**src/rtl/multicycle_ctrl_pkg.sv**
```systemverilog
// Shared types for the multi-cycle core controller: branch kinds, FSM states,
// watchdog sizing and the branch resolution helper.
package multicycle_ctrl_pkg;

  typedef enum logic [1:0] {
    BrNoJump = 2'd0,
    BrBeq    = 2'd1,
    BrBlt    = 2'd2
  } branch_t;

  typedef enum logic [2:0] {
    StIdle   = 3'd0,
    StFetch  = 3'd1,
    StDecode = 3'd2,
    StExec   = 3'd3,
    StMem    = 3'd4,
    StWb     = 3'd5,
    StError  = 3'd6
  } ctrl_state_t;

  // Wide enough for the largest legal MEM_TIMEOUT (65535).
  localparam int unsigned WdWidth = 16;

  function automatic logic branch_taken(branch_t br, logic zero, logic lt);
    return ((br == BrBeq) && zero) || ((br == BrBlt) && lt);
  endfunction

endpackage

```
**src/rtl/multicycle_ctrl_mem_watchdog.sv**
```systemverilog
// Memory handshake watchdog: counts consecutive unacknowledged wait cycles and
// flags the cycle in which the MEM_TIMEOUT-th such cycle occurs.
module mem_watchdog
  import multicycle_ctrl_pkg::*;
#(
  parameter int unsigned MEM_TIMEOUT = 255
) (
  input  logic clk,
  input  logic rst,
  input  logic clear,
  input  logic count_en,
  output logic expired
);

  logic [WdWidth-1:0] count_q, count_d;

  always_comb begin
    count_d = count_q;
    if (clear) begin
      count_d = '0;
    end else if (count_en) begin
      count_d = count_q + WdWidth'(1);
    end
  end

  always_ff @(posedge clk) begin
    if (rst) begin
      count_q <= '0;
    end else begin
      count_q <= count_d;
    end
  end

  // Fires in the wait cycle that would make the count reach MEM_TIMEOUT.
  assign expired = count_en && (({1'b0, count_q} + 17'd1) >= 17'(MEM_TIMEOUT));

endmodule

```
**src/rtl/multicycle_ctrl.sv**
```systemverilog
// Multi-cycle control FSM for the non-pipelined core (fetch/decode/exec/mem/wb).
// Define CTRL_PERF_COUNTERS_EN to add cycle and retired-instruction counters.
module multicycle_ctrl
  import multicycle_ctrl_pkg::*;
#(
  parameter int unsigned MEM_TIMEOUT = 255
`ifdef CTRL_PERF_COUNTERS_EN
  ,
  parameter int unsigned CNT_WIDTH = 32
`endif
) (
  input  logic        clk,
  input  logic        rst,
  input  logic        run,
  output logic        imem_req,
  input  logic        imem_ack,
  output logic        ir_load,
  input  logic        dec_reg_write_enable,
  input  logic        dec_reg_write_select,
  input  logic        dec_data_write_enable,
  input  branch_t     dec_branch,
  input  logic        alu_zero,
  input  logic        alu_lt,
  output logic        dmem_req,
  output logic        dmem_we,
  input  logic        dmem_ack,
  output logic        reg_we,
  output logic        pc_write,
  output logic        pc_sel,
  output logic        busy,
  output logic        error,
  output ctrl_state_t state
`ifdef CTRL_PERF_COUNTERS_EN
  ,
  output logic [CNT_WIDTH-1:0] cycle_count,
  output logic [CNT_WIDTH-1:0] instret_count
`endif
);

  ctrl_state_t state_q, state_d, next_instr;
  logic        wd_count_en, wd_expired;
  logic        is_ld, is_sd, is_rtype;

  assign is_ld    = dec_reg_write_enable & ~dec_reg_write_select;
  assign is_sd    = dec_data_write_enable;
  assign is_rtype = dec_reg_write_enable & dec_reg_write_select;

  assign next_instr = run ? StFetch : StIdle;

  // Any cycle that is not an unacknowledged wait resets the watchdog, which
  // also covers clearing on every FETCH/MEM entry.
  assign wd_count_en = ((state_q == StFetch) & ~imem_ack) | ((state_q == StMem) & ~dmem_ack);

  mem_watchdog #(
    .MEM_TIMEOUT(MEM_TIMEOUT)
  ) u_mem_watchdog (
    .clk     (clk),
    .rst     (rst),
    .clear   (~wd_count_en),
    .count_en(wd_count_en),
    .expired (wd_expired)
  );

  always_comb begin
    state_d  = state_q;
    imem_req = 1'b0;
    ir_load  = 1'b0;
    dmem_req = 1'b0;
    dmem_we  = 1'b0;
    reg_we   = 1'b0;
    pc_write = 1'b0;
    pc_sel   = 1'b0;
    unique case (state_q)
      StIdle: begin
        if (run) state_d = StFetch;
      end
      StFetch: begin
        imem_req = 1'b1;
        if (imem_ack) begin
          ir_load = 1'b1;
          state_d = StDecode;
        end else if (wd_expired) begin
          state_d = StError;
        end
      end
      StDecode: state_d = StExec;
      StExec: begin
        if (dec_branch != BrNoJump) begin
          pc_write = 1'b1;
          pc_sel   = branch_taken(dec_branch, alu_zero, alu_lt);
          state_d  = next_instr;
        end else if (is_ld || is_sd) begin
          state_d = StMem;
        end else if (is_rtype) begin
          state_d = StWb;
        end else begin
          pc_write = 1'b1;
          state_d  = next_instr;
        end
      end
      StMem: begin
        dmem_req = 1'b1;
        dmem_we  = dec_data_write_enable;
        if (dmem_ack) begin
          if (is_sd) begin
            pc_write = 1'b1;
            state_d  = next_instr;
          end else begin
            state_d = StWb;
          end
        end else if (wd_expired) begin
          state_d = StError;
        end
      end
      StWb: begin
        reg_we   = 1'b1;
        pc_write = 1'b1;
        state_d  = next_instr;
      end
      StError: state_d = StError;
      default: state_d = StIdle;
    endcase
  end

  always_ff @(posedge clk) begin
    if (rst) begin
      state_q <= StIdle;
    end else begin
      state_q <= state_d;
    end
  end

  assign busy  = (state_q != StIdle);
  assign error = (state_q == StError);
  assign state = state_q;

`ifdef CTRL_PERF_COUNTERS_EN
  logic [CNT_WIDTH-1:0] cycle_q, cycle_d, instret_q, instret_d;

  always_comb begin
    cycle_d   = cycle_q;
    instret_d = instret_q;
    if (busy && !error) cycle_d = cycle_q + CNT_WIDTH'(1);
    if (pc_write) instret_d = instret_q + CNT_WIDTH'(1);
  end

  always_ff @(posedge clk) begin
    if (rst) begin
      cycle_q   <= '0;
      instret_q <= '0;
    end else begin
      cycle_q   <= cycle_d;
      instret_q <= instret_d;
    end
  end

  assign cycle_count   = cycle_q;
  assign instret_count = instret_q;
`endif

endmodule

```
**config.mk**
```make
export PLATFORM = sky130hd
export DESIGN_NAME = multicycle_ctrl
export DESIGN_NICKNAME = d
export VERILOG_FILES = /design/src/rtl/multicycle_ctrl_pkg.sv /design/src/rtl/multicycle_ctrl_mem_watchdog.sv /design/src/rtl/multicycle_ctrl.sv
export SDC_FILE = /design/constraint.sdc
export NUM_CORES = 1
export LEC_CHECK = 0
export BUFFER_PORTS_ARGS = -buffer_cell sky130_fd_sc_hd__buf_4
export CAP_MARGIN = 20
export CORE_MARGIN = 5
export CORE_UTILIZATION = 45
export DETAILED_ROUTE_END_ITERATION = 16
export PLACE_DENSITY_LB_ADDON = 0.3
export SKIP_CTS_REPAIR_TIMING = 1
export SKIP_LAST_GASP = 1
export SYNTH_ARGS = -nofsm -noshare
export SYNTH_HDL_FRONTEND = slang
export SYNTH_HIERARCHICAL = 1
export SYNTH_SLANG_ARGS = --single-unit
```
**constraint.sdc**
```tcl
create_clock -name clk -period 2.6 [get_ports clk]
set_input_delay 0.26 -clock clk [delete_from_list [all_inputs] [get_ports clk]]
set_output_delay 0.26 -clock clk [all_outputs]
set_load 0.02 [all_outputs]
```
# After elaboration in Yosys (flattened, before gate mapping)
# Cells that the tools add are included.
totals:
  output_inout_bits: 12
  inputBits: 12
  register_bits: 19
  elab_cells: 56
op_classes:
  reduce_logical: 9
  n_mux: 24
  n_eq_ne: 9
  n_bitwise: 9
  add_sub_neg: 2
  order_cmp: 1
ops:
  columns: ["op", "count"]
  rows:
  - ["3-bit 2-to-1 mux", 8]
  - ["3-bit one-hot mux with 7 select lines", 1]
  - ["16-bit by 1-bit adder with 17-bit output (second input constant)", 1]
  - ["17-bit by 8-bit greater-or-equal comparator with 1-bit output (second input constant)", 1]
  - ["16-bit by 1-bit adder with 16-bit output (second input constant)", 1]
  - ["1-bit 2-to-1 mux", 14]
  - ["3-bit equality test (second input constant)", 3]
  - ["3-bit by 2-bit equality test with 1-bit output (second input constant)", 2]
  - ["1-bit AND", 4]
  - ["1-bit NOT", 4]
  - ["3-bit by 1-bit equality test with 1-bit output (second input constant)", 1]
  - ["1-bit logical AND", 3]
  - ["3-bit zero test", 1]
  - ["1-bit one-hot mux with 3 select lines", 1]
  - ["3-bit nonzero test", 1]
  - ["2-bit by 1-bit equality test with 1-bit output (second input constant)", 1]
  - ["2-bit equality test (second input constant)", 1]
  - ["1-bit logical OR", 2]
  - ["2-bit inequality test (second input constant)", 1]
  - ["2-bit nonzero test", 1]
  - ["2-bit OR reduction", 1]
  - ["1-bit OR", 1]

# Logic depth before layout (Yosys ltp)
depth:
  word_depth: 7
  depth_mapped: 10

# By module
# Netlist, hierarchy kept.
modules_own_cells:
  columns: ["mod", "area_per_inst_um2", "instances", "cells_per_inst"]
  rows:
  - ["mem_watchdog", 945.9, 1, 119]
  - ["multicycle_ctrl", 352.8, 1, 49]

# Worst setup path before layout
# No wires, ideal clock.
synth_path:
  kind: "register -> register"
  from: "reg state_q[2] (netlist: state[2])"
  to: "reg u_mem_watchdog.count_q[10]"
  n_path_buf: 2
  setup_ns: 0.128
  t_arrival_ns: 2.144
  setup_slack_ns: 0.328
  stages_incl_launch_ff: 11
  period_less_slack_ns: 2.272
  t_required_ns: 2.472
  cell_sequence: "dfxtp_1 buf_4 nand2b_1 nor2_1 a21o_1 buf_2 nand4_1 nor2_1 and4_1 xnor2_1 nor2_1"
synth_via:
  elab_chain_cells: 5
  elab_cells_between_ends: 7
  classes_between: "2 x eq/ne; 4 x bitwise; 1 x reduce/logical"
synth_rtl:
  columns: ["item", "line_no", "text"]
  rows:
  - ["start: declaration", "multicycle_ctrl.sv:40", "ctrl_state_t state_q, state_d, next_instr;"]
  - ["start signal: assignment", "multicycle_ctrl.sv:127", "state_q <= StIdle;"]
  - ["start signal: assignment", "multicycle_ctrl.sv:129", "state_q <= state_d;"]
  - ["3-bit by 1-bit equality test with 1-bit output / 3-bit equality test (equally long branches)", "multicycle_ctrl.sv:52", "assign wd_count_en = ((state_q == StFetch) & ~imem_ack) | ((state_q == StMem) & ~dmem_ack);"]
  - ["1-bit AND", "multicycle_ctrl.sv:52", null]
  - ["1-bit OR (*)", "multicycle_ctrl.sv:52", null]
  - ["net wd_count_en", "multicycle_ctrl.sv:41", "logic wd_count_en, wd_expired;"]
  - ["1-bit NOT (no line) (*)", null, null]
  - ["2-bit OR reduction (no line) (*)", null, null]
  - ["end signal: assignment", "multicycle_ctrl_mem_watchdog.sv:30", "count_q <= count_d;"]
  - ["end: declaration", "multicycle_ctrl_mem_watchdog.sv:15", "logic [WdWidth-1:0] count_q, count_d;"]
# Mark *: on every way through the listed nets, which the timed path passes. The rest lies on a longest branch.
# A chain may end at the register's enable or synchronous reset.

# Worst setup path in the final report
layout_path:
  from: "reg u_mem_watchdog.count_q[0]"
  to: "reg state_q[1] (netlist: state[1])"
layout_via:
  elab_chain_cells: 6
  elab_cells_between_ends: 7
  classes_between: "1 x add/sub; 1 x order compare; 4 x mux; 1 x reduce/logical"
layout_rtl:
  columns: ["item", "line_no", "text"]
  rows:
  - ["16-bit by 1-bit adder with 17-bit output (*)", "multicycle_ctrl_mem_watchdog.sv:35", "assign expired = count_en && (({1'b0, count_q} + 17'd1) >= 17'(MEM_TIMEOUT));"]
  - ["17-bit by 8-bit greater-or-equal comparator with 1-bit output (*)", "multicycle_ctrl_mem_watchdog.sv:35", null]
  - ["1-bit logical AND (*)", "multicycle_ctrl_mem_watchdog.sv:35", null]
  - ["net wd_expired", "multicycle_ctrl.sv:41", null]
  - ["3-bit 2-to-1 mux (*)", null, null]
  - ["3-bit 2-to-1 mux (on tied branches)", null, null]
  - ["3-bit one-hot mux with 7 select lines (*)", null, null]
# Marks and branches as above.

==> metrics.md <==
| Metric | Value |
|---|---|
| Initial antenna violation count | `0` |
| Maximum fanout along the worst path | `7` |
| Final ANT Viol Nets | `0` |
| Ys async rst share | `0%` |
| Hold Path Class | `in2reg` |
| Largest net degree at the start of global routing | `17` |
| Gr ovfl total | `0` |
| Xor/xnor share of the synthesized area | `12.1%` |
| HPWL Detailed | `2160 um` |
| Largest family of logic cells by synthesized area | `simple AND/OR/NAND/NOR gates` |
| Number of global-route vias before repair | `1141` |
| I/O pins | `24` |
| Status | `complete, no violations` |
| Post-Synth Simple-Gate Area | `34.7%` |
| Post-DR vias/cell | `5.65` |
| H-tree levels | `1` |
| Crit start category | `flop` |
| Antenna Cells | `0` |
| Pleak | `0.553 nW` |
| WL/cell | `12.9 um` |
| Top cell by count, worst path | `o21ai_0` |
| Placer Congestion | `0.864` |
| EDFF count, synth | `0` |
| Share of cells above drive strength 1 | `21.0%` |
| Dpl cells | `213` |
| Main synth FF type | `dfxtp_1` |
| Clk slew on worst S/H paths | `110 ps` |
| Adder-cell area share of the yosys netlist | `1.93%` |
| Post-Layout Cell Count | `217` |
| Clk sink count | `19` |
| Post-Route WL | `2800 um` |
| Nets@finish | `201` |
| Mapped Cells | `168` |
| Setup violators final | `0` |
| Synth area leaders | `dfxtp_1 29%, xor2_1 8.1%, nor2_1 6.9%` |
| Syn-to-layout area delta | `15.4%` |
| CP Buf/Inv Count | `0` |
| Post-Syn Area | `1300 sq um` |
| Largest area contributor in the netlist | `dfxtp_1` |
| DRC violations left | `0` |
| Post-synthesis register bit count | `19` |
| CTS buffer count | `3` |
| Total power | `0.544 mW` |
| Relative slew slack | `70.5%` |
| Cell Pwr Density | `363 nW/um^2` |
| Post-route minimum period | `2290 ps` |
| Setup TNS | `0 ps` |
| Crit end category | `flop` |
| Setup Crit Path Kind | `reg2reg` |
| I/O Buffers | `23` |
| Fmax | `436 MHz` |
| Compound-Gate Fraction of Synth Area | `15.4%` |
| Peak VDD IR | `266 uV` |
| CP required | `2820 ps` |
| Post-Place Setup Slack | `351 ps` |
| Max Cap Violations | `0` |
| Avg Inst Size Synth | `7.73 sq um` |
| Crit path arrival time | `2510 ps` |
| Worst-Margin Slew | `435 ps` |
| FF/Latch Area | `380 sq um` |
| Die X | `63.7 um` |
| Die H | `63.7 um` |
| RSZ-0062 raised after global routing | `false` |
| Distinct cell type count after synthesis | `44` |
| Synth Net Count | `182` |
| Mux cell area share after synthesis | `0.771%` |
| Seq/Total Area, Yosys | `29.3%` |
| Top delay family on crit path | `compound AO/OA/AOI/OAI gates` |
| Synth Warn # | `6` |
| GRT Util Overall | `14.0%` |
| Global-route wire length before repair | `4870 um` |
| Synth top area share | `29.3%` |
| Iteration-0 DRC count of the detailed router | `63` |
| Num rows | `19` |
| Max-slew violations | `0` |
| Die footprint | `4060 sq um` |
| TritonRoute pass-1 iters | `4` |
| Placeable Area | `2760 sq um` |
| Final Skew | `5.82 ps` |
| Via count | `1227` |
| Initial core utilization | `47.1%` |
| CTS tree | `built` |
| CP max stage cell | `dfxtp_1` |
| CP max stage delay | `480 ps` |
| Final Cycle Share | `88.2%` |
| Area of the multi-input gates | `843 sq um` |
| Crit-path cells | `ha_1, nand3_1, nor3_1, or4_1, o21ai_0, a41oi_1, o21ai_0, a211oi_1` |
| Final Hold Vio Count | `0` |
| Fillers | `272` |
| CTS root buf | `clkbuf_4` |
| Insertion delay to the later sink of the worst-skew pair | `290 ps` |
| Clock Path Buffers | `2` |
| Final worst slack | `308 ps` |
worst paths after layout:
kind / start / endpoint / slack, ps / depth (start not counted)
worst max-delay path: u_mem_watchdog/count_q[0]$_SDFFE_PP0P_ / state[1]$_SDFFE_PP0P_ / 310 / 8
worst min-delay path: rst / state[0]$_SDFFE_PP0P_ / 260 / 4
worst max register to register: u_mem_watchdog/count_q[0]$_SDFFE_PP0P_ / state[1]$_SDFFE_PP0P_ / 310 / 8
worst min register to register: u_mem_watchdog/count_q[6]$_SDFFE_PP0P_ / u_mem_watchdog/count_q[6]$_SDFFE_PP0P_ / 520 / 2
layout make-up:
type                    instances  share of cell area, %
flip-flops and latches         19                   25.4
clock buffers                   4                   1.75
well taps                      31                   2.59
inverters                       6                   1.50
repair buffers                 25                   12.5
multi-input cells             132                   56.3
synth_stat cells, types with 3 or more instances:
library cell / number
a21oi_1: 5
or3_1: 3
nand3_1: 6
nor2_1: 24
and4_1: 3
o21ai_0: 7
buf_2: 3
a31oi_1: 3
nand2_1: 17
xor2_1: 12
nor3_1: 5
nand4_1: 5
inv_1: 5
a21o_1: 3
xnor2_1: 6
clkbuf_1: 6
dfxtp_1: 19
tightest hold or removal path: cells and delay by family:
family	cells	cell delay, ps
compound gates	3	160
buf+inv	1	90
registers in the layout, summed over array words and instances (netlist names):
name	cells
state	3
u_mem_watchdog/count_q	16
where the power goes:
part / switching, mW / internal (mW) / total [mW]
sequential: 0.00572 / 0.294 / 0.300
combinational: 0.0527 / 0.0397 / 0.0924
clock: 0.0920 / 0.0596 / 0.152
total: 0.150 / 0.394 / 0.544
kinds of logic after synthesis:
| family | count (synthesis) |
|---|---|
| and+or+nand+nor | 81 |
| AOI/OAI and AO/OA | 30 |
| DFF | 19 |
| xor gates and xnor gates | 18 |
| buffers and inverters | 17 |
| adders and majority gates | 2 |
| muxes | 1 |
routing by layer:
metal,GRT usage [%],wire length [um]
met5,0,0
met4,4.42,17
met3,2.49,109
met2,23.6,1340
met1,18.1,1330
layout by cell type, fill, tap and decap left out, drive strengths merged, types with 4 or more instances in the layout:
master / n
a21oi: 5
buf: 25
clkbuf: 4
dfxtp: 19
inv: 6
nand2: 17
nand3: 6
nand4: 6
nor2: 24
nor3: 7
o21ai: 8
xnor2: 6
xor2: 12
through the flow:
| step | util [%] | hold WS (ps) | cell area [sq um] |
|---|---|---|---|
| final | 54.4 | 259 | 1500 |
| after CTS | 54.4 | 241 | 1500 |
| after global routing | 54.4 | 252 | 1500 |
| after detailed placement | 53.4 | 500 | 1470 |
| after global placement | 53.4 | 493 | 1470 |
| after floorplan | - | 438 | 1300 |
Power figures use the tool's default switching activity.
